===== config.mk =====
export PLATFORM = sky130hd
export DESIGN_NAME = bcd_counter_multi
export DESIGN_NICKNAME = d
export VERILOG_FILES = /design/src/rtl/bcd_counter_multi.sv
export SDC_FILE = /design/constraint.sdc
export NUM_CORES = 1
export LEC_CHECK = 0
export CAP_MARGIN = 25
export CORE_MARGIN = 1.5
export CORE_UTILIZATION = 45
export DETAILED_ROUTE_END_ITERATION = 16
export PLACE_DENSITY = 0.83
export SLEW_MARGIN = 30
export SYNTH_ARGS = -nofsm -noshare
export SYNTH_HDL_FRONTEND = slang
export SYNTH_SLANG_ARGS = --single-unit

===== constraint.sdc =====
create_clock -name clock -period 2.2 [get_ports clock]
set_input_delay 0.33 -clock clock [delete_from_list [all_inputs] [get_ports clock]]
set_output_delay 0.33 -clock clock [all_outputs]
set_load 0.005 [all_outputs]

===== src/rtl/bcd_counter_multi.sv =====
// Multi-decade packed-BCD up/down counter with clear, validated parallel load,
// and wrap/saturate behaviour at the limits. Carries use per-digit lookahead.
module bcd_counter_multi #(
    parameter int DIGITS = 3,
    parameter bit WRAP   = 1'b1
) (
    input  logic                  clock,
    input  logic                  reset,
    input  logic                  clear,
    input  logic                  inc,
    input  logic                  dec,
    input  logic                  load,
    input  logic [4*DIGITS-1:0]   load_value,
    output logic [4*DIGITS-1:0]   valor,
    output logic                  overflow,
    output logic                  underflow,
    output logic                  load_error,
    output logic                  zero
);

    localparam int W = 4 * DIGITS;

    logic [W-1:0]      count_q;
    logic [W-1:0]      guarded;
    logic [W-1:0]      inc_next;
    logic [W-1:0]      dec_next;
    logic [W-1:0]      max_value;
    logic [DIGITS-1:0] is_nine;
    logic [DIGITS-1:0] is_zero;
    logic [DIGITS-1:0] load_digit_ok;
    logic [DIGITS-1:0] carry;
    logic [DIGITS-1:0] borrow;
    logic              at_max;
    logic              at_zero;
    logic              load_ok;
    logic              step_up;
    logic              step_down;

    genvar g;
    generate
        for (g = 0; g < DIGITS; g++) begin : g_digit
            logic [3:0] d;
            // A forced non-BCD nibble is treated as 9 so arithmetic stays in range.
            assign d = (count_q[4*g +: 4] > 4'd9) ? 4'd9 : count_q[4*g +: 4];
            assign guarded[4*g +: 4]  = d;
            assign is_nine[g]         = (d == 4'd9);
            assign is_zero[g]         = (d == 4'd0);
            assign load_digit_ok[g]   = (load_value[4*g +: 4] <= 4'd9);
            assign max_value[4*g +: 4] = 4'd9;

            // Lookahead: each digit sees the AND of all lower digits directly.
            if (g == 0) begin : g_first
                assign carry[g]  = 1'b1;
                assign borrow[g] = 1'b1;
            end else begin : g_rest
                assign carry[g]  = &is_nine[g-1:0];
                assign borrow[g] = &is_zero[g-1:0];
            end

            assign inc_next[4*g +: 4] = !carry[g]  ? d : (is_nine[g] ? 4'd0 : d + 4'd1);
            assign dec_next[4*g +: 4] = !borrow[g] ? d : (is_zero[g] ? 4'd9 : d - 4'd1);
        end
    endgenerate

    assign at_max    = &is_nine;
    assign at_zero   = &is_zero;
    assign load_ok   = &load_digit_ok;
    assign step_up   = inc && !dec;
    assign step_down = dec && !inc;

    always_ff @(posedge clock) begin
        if (reset || clear) begin
            count_q    <= '0;
            overflow   <= 1'b0;
            underflow  <= 1'b0;
            load_error <= 1'b0;
        end else begin
            overflow   <= 1'b0;
            underflow  <= 1'b0;
            load_error <= 1'b0;
            if (load) begin
                if (load_ok) begin
                    count_q <= load_value;
                end else begin
                    load_error <= 1'b1;
                end
            end else if (step_up) begin
                if (at_max) begin
                    overflow <= 1'b1;
                    count_q  <= WRAP ? '0 : max_value;
                end else begin
                    count_q <= inc_next;
                end
            end else if (step_down) begin
                if (at_zero) begin
                    underflow <= 1'b1;
                    count_q   <= WRAP ? max_value : '0;
                end else begin
                    count_q <= dec_next;
                end
            end
        end
    end

    assign valor = count_q;
    assign zero  = (count_q == '0);

endmodule


==> impl_metrics.csv, run 1 <==
group,metric,value,unit
placement,dp_slack,0.0459,ns
placement,gp_congestion,0.926,
power_and_ir_drop,total_power,0.000881,W
grt,grt_pass1_vias,1549,
routing,drtAntennaViolNets,0,
grt,grt_first_pass_wirelength,7.03,mm
grt,grt_busiest_layer,"met2",
worst_setup_path,crit_chain,"or2_2 -> a21oi_2 -> ha_2 -> or3b_4 -> and3_2 -> o21ai_0 -> a21oi_1",
placement,placed_cell_area,1910,um2
timing,final_hold_viol_count,0,
clocking,clkTransAtPathRegs,0.10,ns
routing,wirelength,4.23,mm
worst_hold_path,whs_path_depth,2,
placement,dp_hpwl,3.13,mm
synthesis,ys_async_sr_fraction,0,
routing,drc_errors,0,
routing,avgViaCountPerCell,5.90,
worst_hold_path,hp-start,"valor[4]",
worst_setup_path,crit_slowest_cell,"or3b_4",
clocking,clockBufferDepth,2,
die,die_h,59.3,um
timing,min_period,2.09,ns
timing,setup_violations,0,
worst_setup_path,start_kind,"flop",
synthesis,syn_nets,208,
layout,areaGrowthSynthToFinish,39.5,%
power_and_ir_drop,p_seq_frac,0.339,
worst_setup_path,cp-end-kind,"flop",
synthesis,synth_seq_cells,15,
synthesis,synth_cells,185,
worst_setup_path,rr_worst_depth,7,
layout,stdcell_area,1990,um2
worst_setup_path,required,2.36,ns
power_and_ir_drop,combPwrFrac,0.478,
clocking,hold_buffers,0,
worst_setup_path,r2r-start,"valor[9]",
power_and_ir_drop,internal_power,0.000568,W
worst_hold_path,hold_path.class,"reg -> reg",
run_status,status,"finished clean",
power_and_ir_drop,power_frac_clock,0.183,
die,coreArea,3030,um2
worst_setup_path,max_stage_delay,0.41,ns
timing,setup_tns,0,ns
timing,period_share,0.951,
routing,dr.first_iter.drc_count,95,
clocking,cts-root-buf,"clkbuf_4",
timing,relSlewSlack,0.705,
timing,slew_violations,0,
timing,clock.fmax,478,MHz
power_and_ir_drop,p_leak,0.756,nW
grt,grt.met2_usage,0.416,
routing,route.vias.total,1647,
placement,portBuffers,33,
grt,use_met3,0.0655,
timing,worst_pin_slew,0.439,ns
routing,post_drt_wl_per_cell,15.2,um
clocking,cts.sinks,15,
synthesis,synth_flop_cell,"dfxtp_1",
worst_setup_path,crit_arrival,2.26,ns
grt,grt_max_degree,15,
synthesis,synth_edf_count,0,
grt,track_usage,0.264,
flow_run,max-cap-violations,0,
power_and_ir_drop,p_switching,0.000313,W
clocking,cts_tree,"done",
layout,diodes,0,
layout,drive_gt1_frac,0.221,
synthesis,avgSynthCellArea,7.70,um2
grt,antenna_found_initial,0,
layout,fin_nets,259,
synthesis,synth-seq-area-share,0.211,
die,fp-row-count,20,
grt,grt_overflow,0,
timing,fin_ws,0.108,ns
routing,drt-pass1-iter-count,4,
power_and_ir_drop,sw_frac_of_total,0.356,
worst_setup_path,rr_endpoint,"valor[9]",
synthesis,synth_cell_types,59,
worst_setup_path,critPathKind,"reg -> reg",
die,fp.dieArea,3510,um2
clocking,cts_buffers,3,
power_and_ir_drop,ir_drop,0.341,mV
worst_setup_path,r2r_slack,0.11,ns
die,boundaryPins,34,
clocking,insertion_delay,0.29,ns
clocking,cts_max_level,1,
power_and_ir_drop,powerDensity,444,nW/um2
synthesis,synth_warnings,0,
timing,skew,0.0128,ns
worst_hold_path,hold_path_end,"valor[4]",
grt,met1_usage,0.336,
synthesis,syn_area,1420,um2
die,start_util,0.470,
worst_setup_path,timing.critical_path.fanout_max,5,
die,fp.dieW,59.3,um
==> critical path, delay by kind of cell (launching register included) <==
| family | cells | cell delay [ns] |
|---|---|---|
| adders and majority gates | 1 | 0.21 |
| DFF | 1 | 0.35 |
| AOI/OAI and AO/OA | 3 | 0.48 |
| and+or+nand+nor | 3 | 0.94 |
==> synth_stat cells, types with 2 or more instances <==
cell type,number,share of area
a21oi_2,3,0.018
buf_6,2,0.016
or3_1,3,0.013
or2_2,3,0.013
nor2b_1,3,0.013
dfxtp_1,15,0.21
a21oi_1,12,0.042
a211oi_1,3,0.016
and2_1,2,0.0088
nand4b_1,3,0.018
a21o_1,2,0.011
buf_2,4,0.014
o21a_1,4,0.021
a31oi_1,2,0.0088
mux2_2,2,0.016
nor4_1,2,0.0088
a221oi_1,2,0.012
o311ai_1,2,0.012
xnor2_1,5,0.031
and3_2,2,0.011
and3_1,2,0.0088
nand2_1,20,0.053
inv_1,3,0.0079
ha_1,5,0.044
clkbuf_1,2,0.0053
and4b_1,2,0.014
nor2_1,13,0.034
o21ai_1,2,0.0070
buf_4,3,0.016
o31ai_1,3,0.016
o21ai_0,20,0.070
nand2b_1,5,0.022
xor2_1,3,0.018
==> cells by family after synthesis <==
family | after synthesis | synth area share
compound gates | 67 | 0.316
mux | 3 | 0.0228
simple gates | 73 | 0.298
fa+ha+maj | 5 | 0.0439
buf+inv | 14 | 0.0589
flops | 15 | 0.211
xor+xnor | 8 | 0.0492
==> registers in the layout, indices dropped and copies added, names as in the netlist <==
signal,count
load_error,1
overflow,1
underflow,1
valor,12
==> through the flow <==
| stage | utilization | hold WS, ns | std cells |
|---|---|---|---|
| after floorplan | - | 0.517 | 185 |
| after global placement | 0.632 | 0.571 | 273 |
| after detailed placement | 0.632 | 0.590 | 273 |
| after CTS | 0.654 | 0.634 | 279 |
| after global routing | 0.656 | 0.667 | 279 |
| final | 0.656 | 0.626 | 279 |
==> cell usage in the layout, fill, tap and decap left out, types with 2 or more instances in the layout <==
master and count:
dfxtp_2 2, nand4b_1 3, a31oi_1 2, o311ai_1 2, ha_1 4, o21a_1 4
nor2_1 13, nand2b_1 5, a21oi_1 12, inv_1 3, o31ai_1 3, clkdlybuf4s50_1 32
mux2_2 2, a21oi_2 3, buf_4 23, dfxtp_1 13, nand2_1 20, a21o_1 2
or2_2 3, nor2b_1 3, xnor2_1 5, o21ai_0 20, clkbuf_4 3, and2_1 2
xor2_1 3, and3_1 2, a211oi_1 3, o21ai_1 2, or3_1 2, and4b_1 2
a221oi_1 2
==> power by group through the flow <==
stage	combinational [W]	clock, W	sequential [W]
5_1_grt	0.000458	0.000178	0.000300
6_report	0.000421	0.000162	0.000298
2_1_floorplan	0.000234	0	0.000309
3_3_place_gp	0.000387	0	0.000303
4_1_cts	0.000409	0.000165	0.000298
3_5_place_dp	0.000394	0	0.000303
==> what timing repair did <==
action / in CTS / in global routing
gates resized for setup: 6 / 3
buffers inserted: 2 / 0
pin swaps: 1 / 1
setup endpoints to repair: 1 / 2
==> area by class of cell <==
type	count	area, um2
well taps	44	55.1
multi-input cells	156	1070
fillers	267	1040
inverters	3	11.3
clock buffers	4	26.3
repair buffers	57	522
flip-flops and latches	15	303
==> worst max-delay path by stage <==
stage	startpoint	end
floorplan	valor[3]	valor[11]
global placement	valor[9]	valor[11]
detailed placement	valor[9]	valor[11]
CTS	valor[9]	valor[11]
global route	valor[9]	valor[11]
finish	valor[9]	valor[9]
==> metal layers <==
| metal | vias up | routed length [um] |
|---|---|---|
| li1 | 792 | - |
| met5 | - | 0 |
| met3 | 14 | 349 |
| met2 | 93 | 1910 |
| met1 | 748 | 1830 |
| met4 | 0 | 144 |
Note: power is estimated with default switching activity, not from simulation.
==> run 2, diff against run 1 <==
--- a/config.mk
+++ b/config.mk
@@ -5,6 +5,7 @@
 export SDC_FILE = /design/constraint.sdc
 export NUM_CORES = 1
 export LEC_CHECK = 0
+export ABC_AREA = 1
 export CAP_MARGIN = 25
 export CORE_MARGIN = 1.5
 export CORE_UTILIZATION = 45
==> run 2 against run 1 <==
Compared with the run above: maximum frequency grew 2.2%; worst setup slack gained 0.046 ns; sequential power is essentially flat; count of clock-buffer cells in the layout is the same; sequential share of layout area grew 1.1 points; synthesized cell count grew 25%; largest cell class unchanged; largest power group unchanged.
==> impl_metrics.csv, run 2 <==
group,metric,value,unit
power_and_ir_drop,ir_drop,0.236,mV
synthesis,ys_top_cells_by_count,"55 x nand2_1, 29 x inv_1, 25 x nor2_1",
synthesis,syn_nets,255,
layout,drive_gt1_frac,0.129,
routing,post_drt_wl_per_cell,13.8,um
die,fp.dieArea,3480,um2
layout,layout_common_cells,"55 x nand2_1, 32 x clkdlybuf4s50_1, 29 x inv_1",
routing,route.vias.total,1698,
synthesis,synth_flop_cell,"dfxtp_1",
power_and_ir_drop,p_leak,0.851,nW
grt,grt_pass1_vias,1584,
placement,dp_hpwl,3.27,mm
routing,drc_errors,0,
flow_run,max-cap-violations,0,
power_and_ir_drop,powerDensity,457,nW/um2
placement,portBuffers,33,
clocking,clockBufferDepth,2,
routing,drtAntennaViolNets,0,
timing,slew_violations,0,
die,fp-row-count,20,
synthesis,synth_seq_cells,15,
timing,relSlewSlack,0.761,
grt,antenna_found_initial,0,
clocking,cts_max_level,1,
clocking,cts_buffers,3,
worst_setup_path,crit_slowest_cell,"dfxtp_1",
grt,grt_overflow,0,
clocking,insertion_delay,0.30,ns
worst_setup_path,critPathKind,"reg -> reg",
synthesis,synth_edf_count,0,
clocking,clkTransAtPathRegs,0.11,ns
routing,avgViaCountPerCell,5.59,
synthesis,ys_async_sr_fraction,0,
timing,min_period,2.05,ns
timing,setup_violations,0,
routing,drt-pass1-iter-count,5,
clocking,cts.sinks,15,
worst_setup_path,start_kind,"flop",
worst_setup_path,cp_common_cell,"nor2_1",
layout,diodes,0,
power_and_ir_drop,total_power,0.000843,W
worst_hold_path,hold_path.class,"reg -> reg",
clocking,hold_buffers,0,
placement,gp_congestion,0.971,
layout,fin_cells,304,
layout,areaGrowthSynthToFinish,30.9,%
grt,grt_first_pass_wirelength,6.90,mm
routing,wirelength,4.18,mm
timing,worst_pin_slew,0.358,ns
synthesis,syn_area,1410,um2
synthesis,synth_top_area_share,0.213,
layout,fin_util,0.614,
synthesis,synth-seq-area-share,0.213,
timing,skew,0.0105,ns
synthesis,synth_warnings,0,
synthesis,avgSynthCellArea,6.07,um2
run_status,status,"finished clean",
grt,grt_max_degree,12,
die,die_h,59.0,um
grt,track_usage,0.261,
clocking,cts_resized,1,
synthesis,synth_cell_types,33,
worst_setup_path,timing.critical_path.fanout_max,6,
synthesis,synth.most_common_cell,"nand2_1",
clocking,cts-root-buf,"clkbuf_4",
die,coreArea,3000,um2
timing,rsz0062_at_grt,"false",
layout,largest_reg_flops,12,
layout,final_common_cell,"nand2_1",
die,start_util,0.469,
placement,dp_slack,0.204,ns
timing,setup_tns,0,ns
clocking,cts_tree,"done",
synthesis,synth_cells,232,
layout,fin_nets,295,
worst_setup_path,required,2.41,ns
synthesis,synth.area.top_cells,"dfxtp_1 21%, nand2_1 15%, inv_1 7.7%, nand3_1 7.1%, nor2_1 6.7%",
die,boundaryPins,34,
timing,clock.fmax,489,MHz
timing,final_hold_viol_count,0,
die,fp.dieW,59.0,um
clocking,cts_setup_buffers,0,
placement,placed_cells,300,
worst_setup_path,cp-end-kind,"flop",
synthesis,yosysTopAreaCell,"dfxtp_1",
worst_setup_path,max_stage_delay,0.44,ns
timing,fin_ws,0.154,ns
worst_setup_path,crit_chain,"inv_1 -> a21oi_1 -> nor2_1 -> inv_1 -> ha_1 -> nand2_4 -> clkinv_4 -> nand3_2 -> nor2_2 -> nor2_4 -> nand2_2 -> nand3_2 -> nor2_1 -> nor2_1",
routing,dr.first_iter.drc_count,91,
worst_setup_path,crit_arrival,2.25,ns
timing,period_share,0.930,
[run 2: final cells by class]
cell class                      count  area [um2]
Timing Repair Buffer               39         378
Sequential cell                    15         302
Fill cell                         302        1160
Tap cell                           33        41.3
Clock buffer                        4        26.3
Multi-Input combinational cell    180         963
Inverter                           33         134
[run 2: critical path, delay by kind of cell, from the launching register on]
family / cells / cell delay [ns]
simple gates: 9 / 0.83
fa+ha+maj: 1 / 0.23
buf+inv: 3 / 0.26
compound gates: 1 / 0.20
flops: 1 / 0.44
[run 2: kinds of logic (layout without fill, tap and decap cells)]
family                   Yosys count  count (layout)  synth area share
adder cells (fa/ha/maj)            5               5            0.0444
AND/OR/NAND/NOR                  124             124             0.420
XOR/XNOR                           2               2            0.0124
flip-flops                        15              15             0.213
AO/OA/AOI/OAI                     49              49             0.201
buffers and inverters             37              76             0.109
[run 2: per-layer routing]
layer,part of all wire,vias up,global-route usage
met1,0.43,761,0.345
met4,0.027,0,0.143
met2,0.46,80,0.411
li1,-,842,-
met5,0,-,0
met3,0.074,15,0.0308
[run 2: report_power, final]
group	internal [W]	leakage [nW]	switching (W)	total [W]
Combinational	0.000152	0.713	0.000214	0.000366
Sequential	0.000285	0.123	0.0000167	0.000301
Clock	0.0000706	0.0150	0.000104	0.000175
Total	0.000507	0.851	0.000335	0.000843
[run 2: per-stage QoR]
stage / cell area [um2] / hold slack, ns
after floorplan: 1410 / 0.485
after global placement: 1810 / 0.551
after detailed placement: 1810 / 0.555
after CTS: 1840 / 0.571
after global routing: 1840 / 0.543
final: 1840 / 0.533
[run 2: path summary, 6_finish.rpt]
| path | start | slack [ns] | cells after the start | to |
|---|---|---|---|---|
| max | valor[2] | 0.15 | 14 | valor[9] |
| min | valor[10] | 0.53 | 1 | underflow |
| max reg2reg | valor[2] | 0.15 | 14 | valor[9] |
| min reg2reg | valor[10] | 0.53 | 1 | underflow |
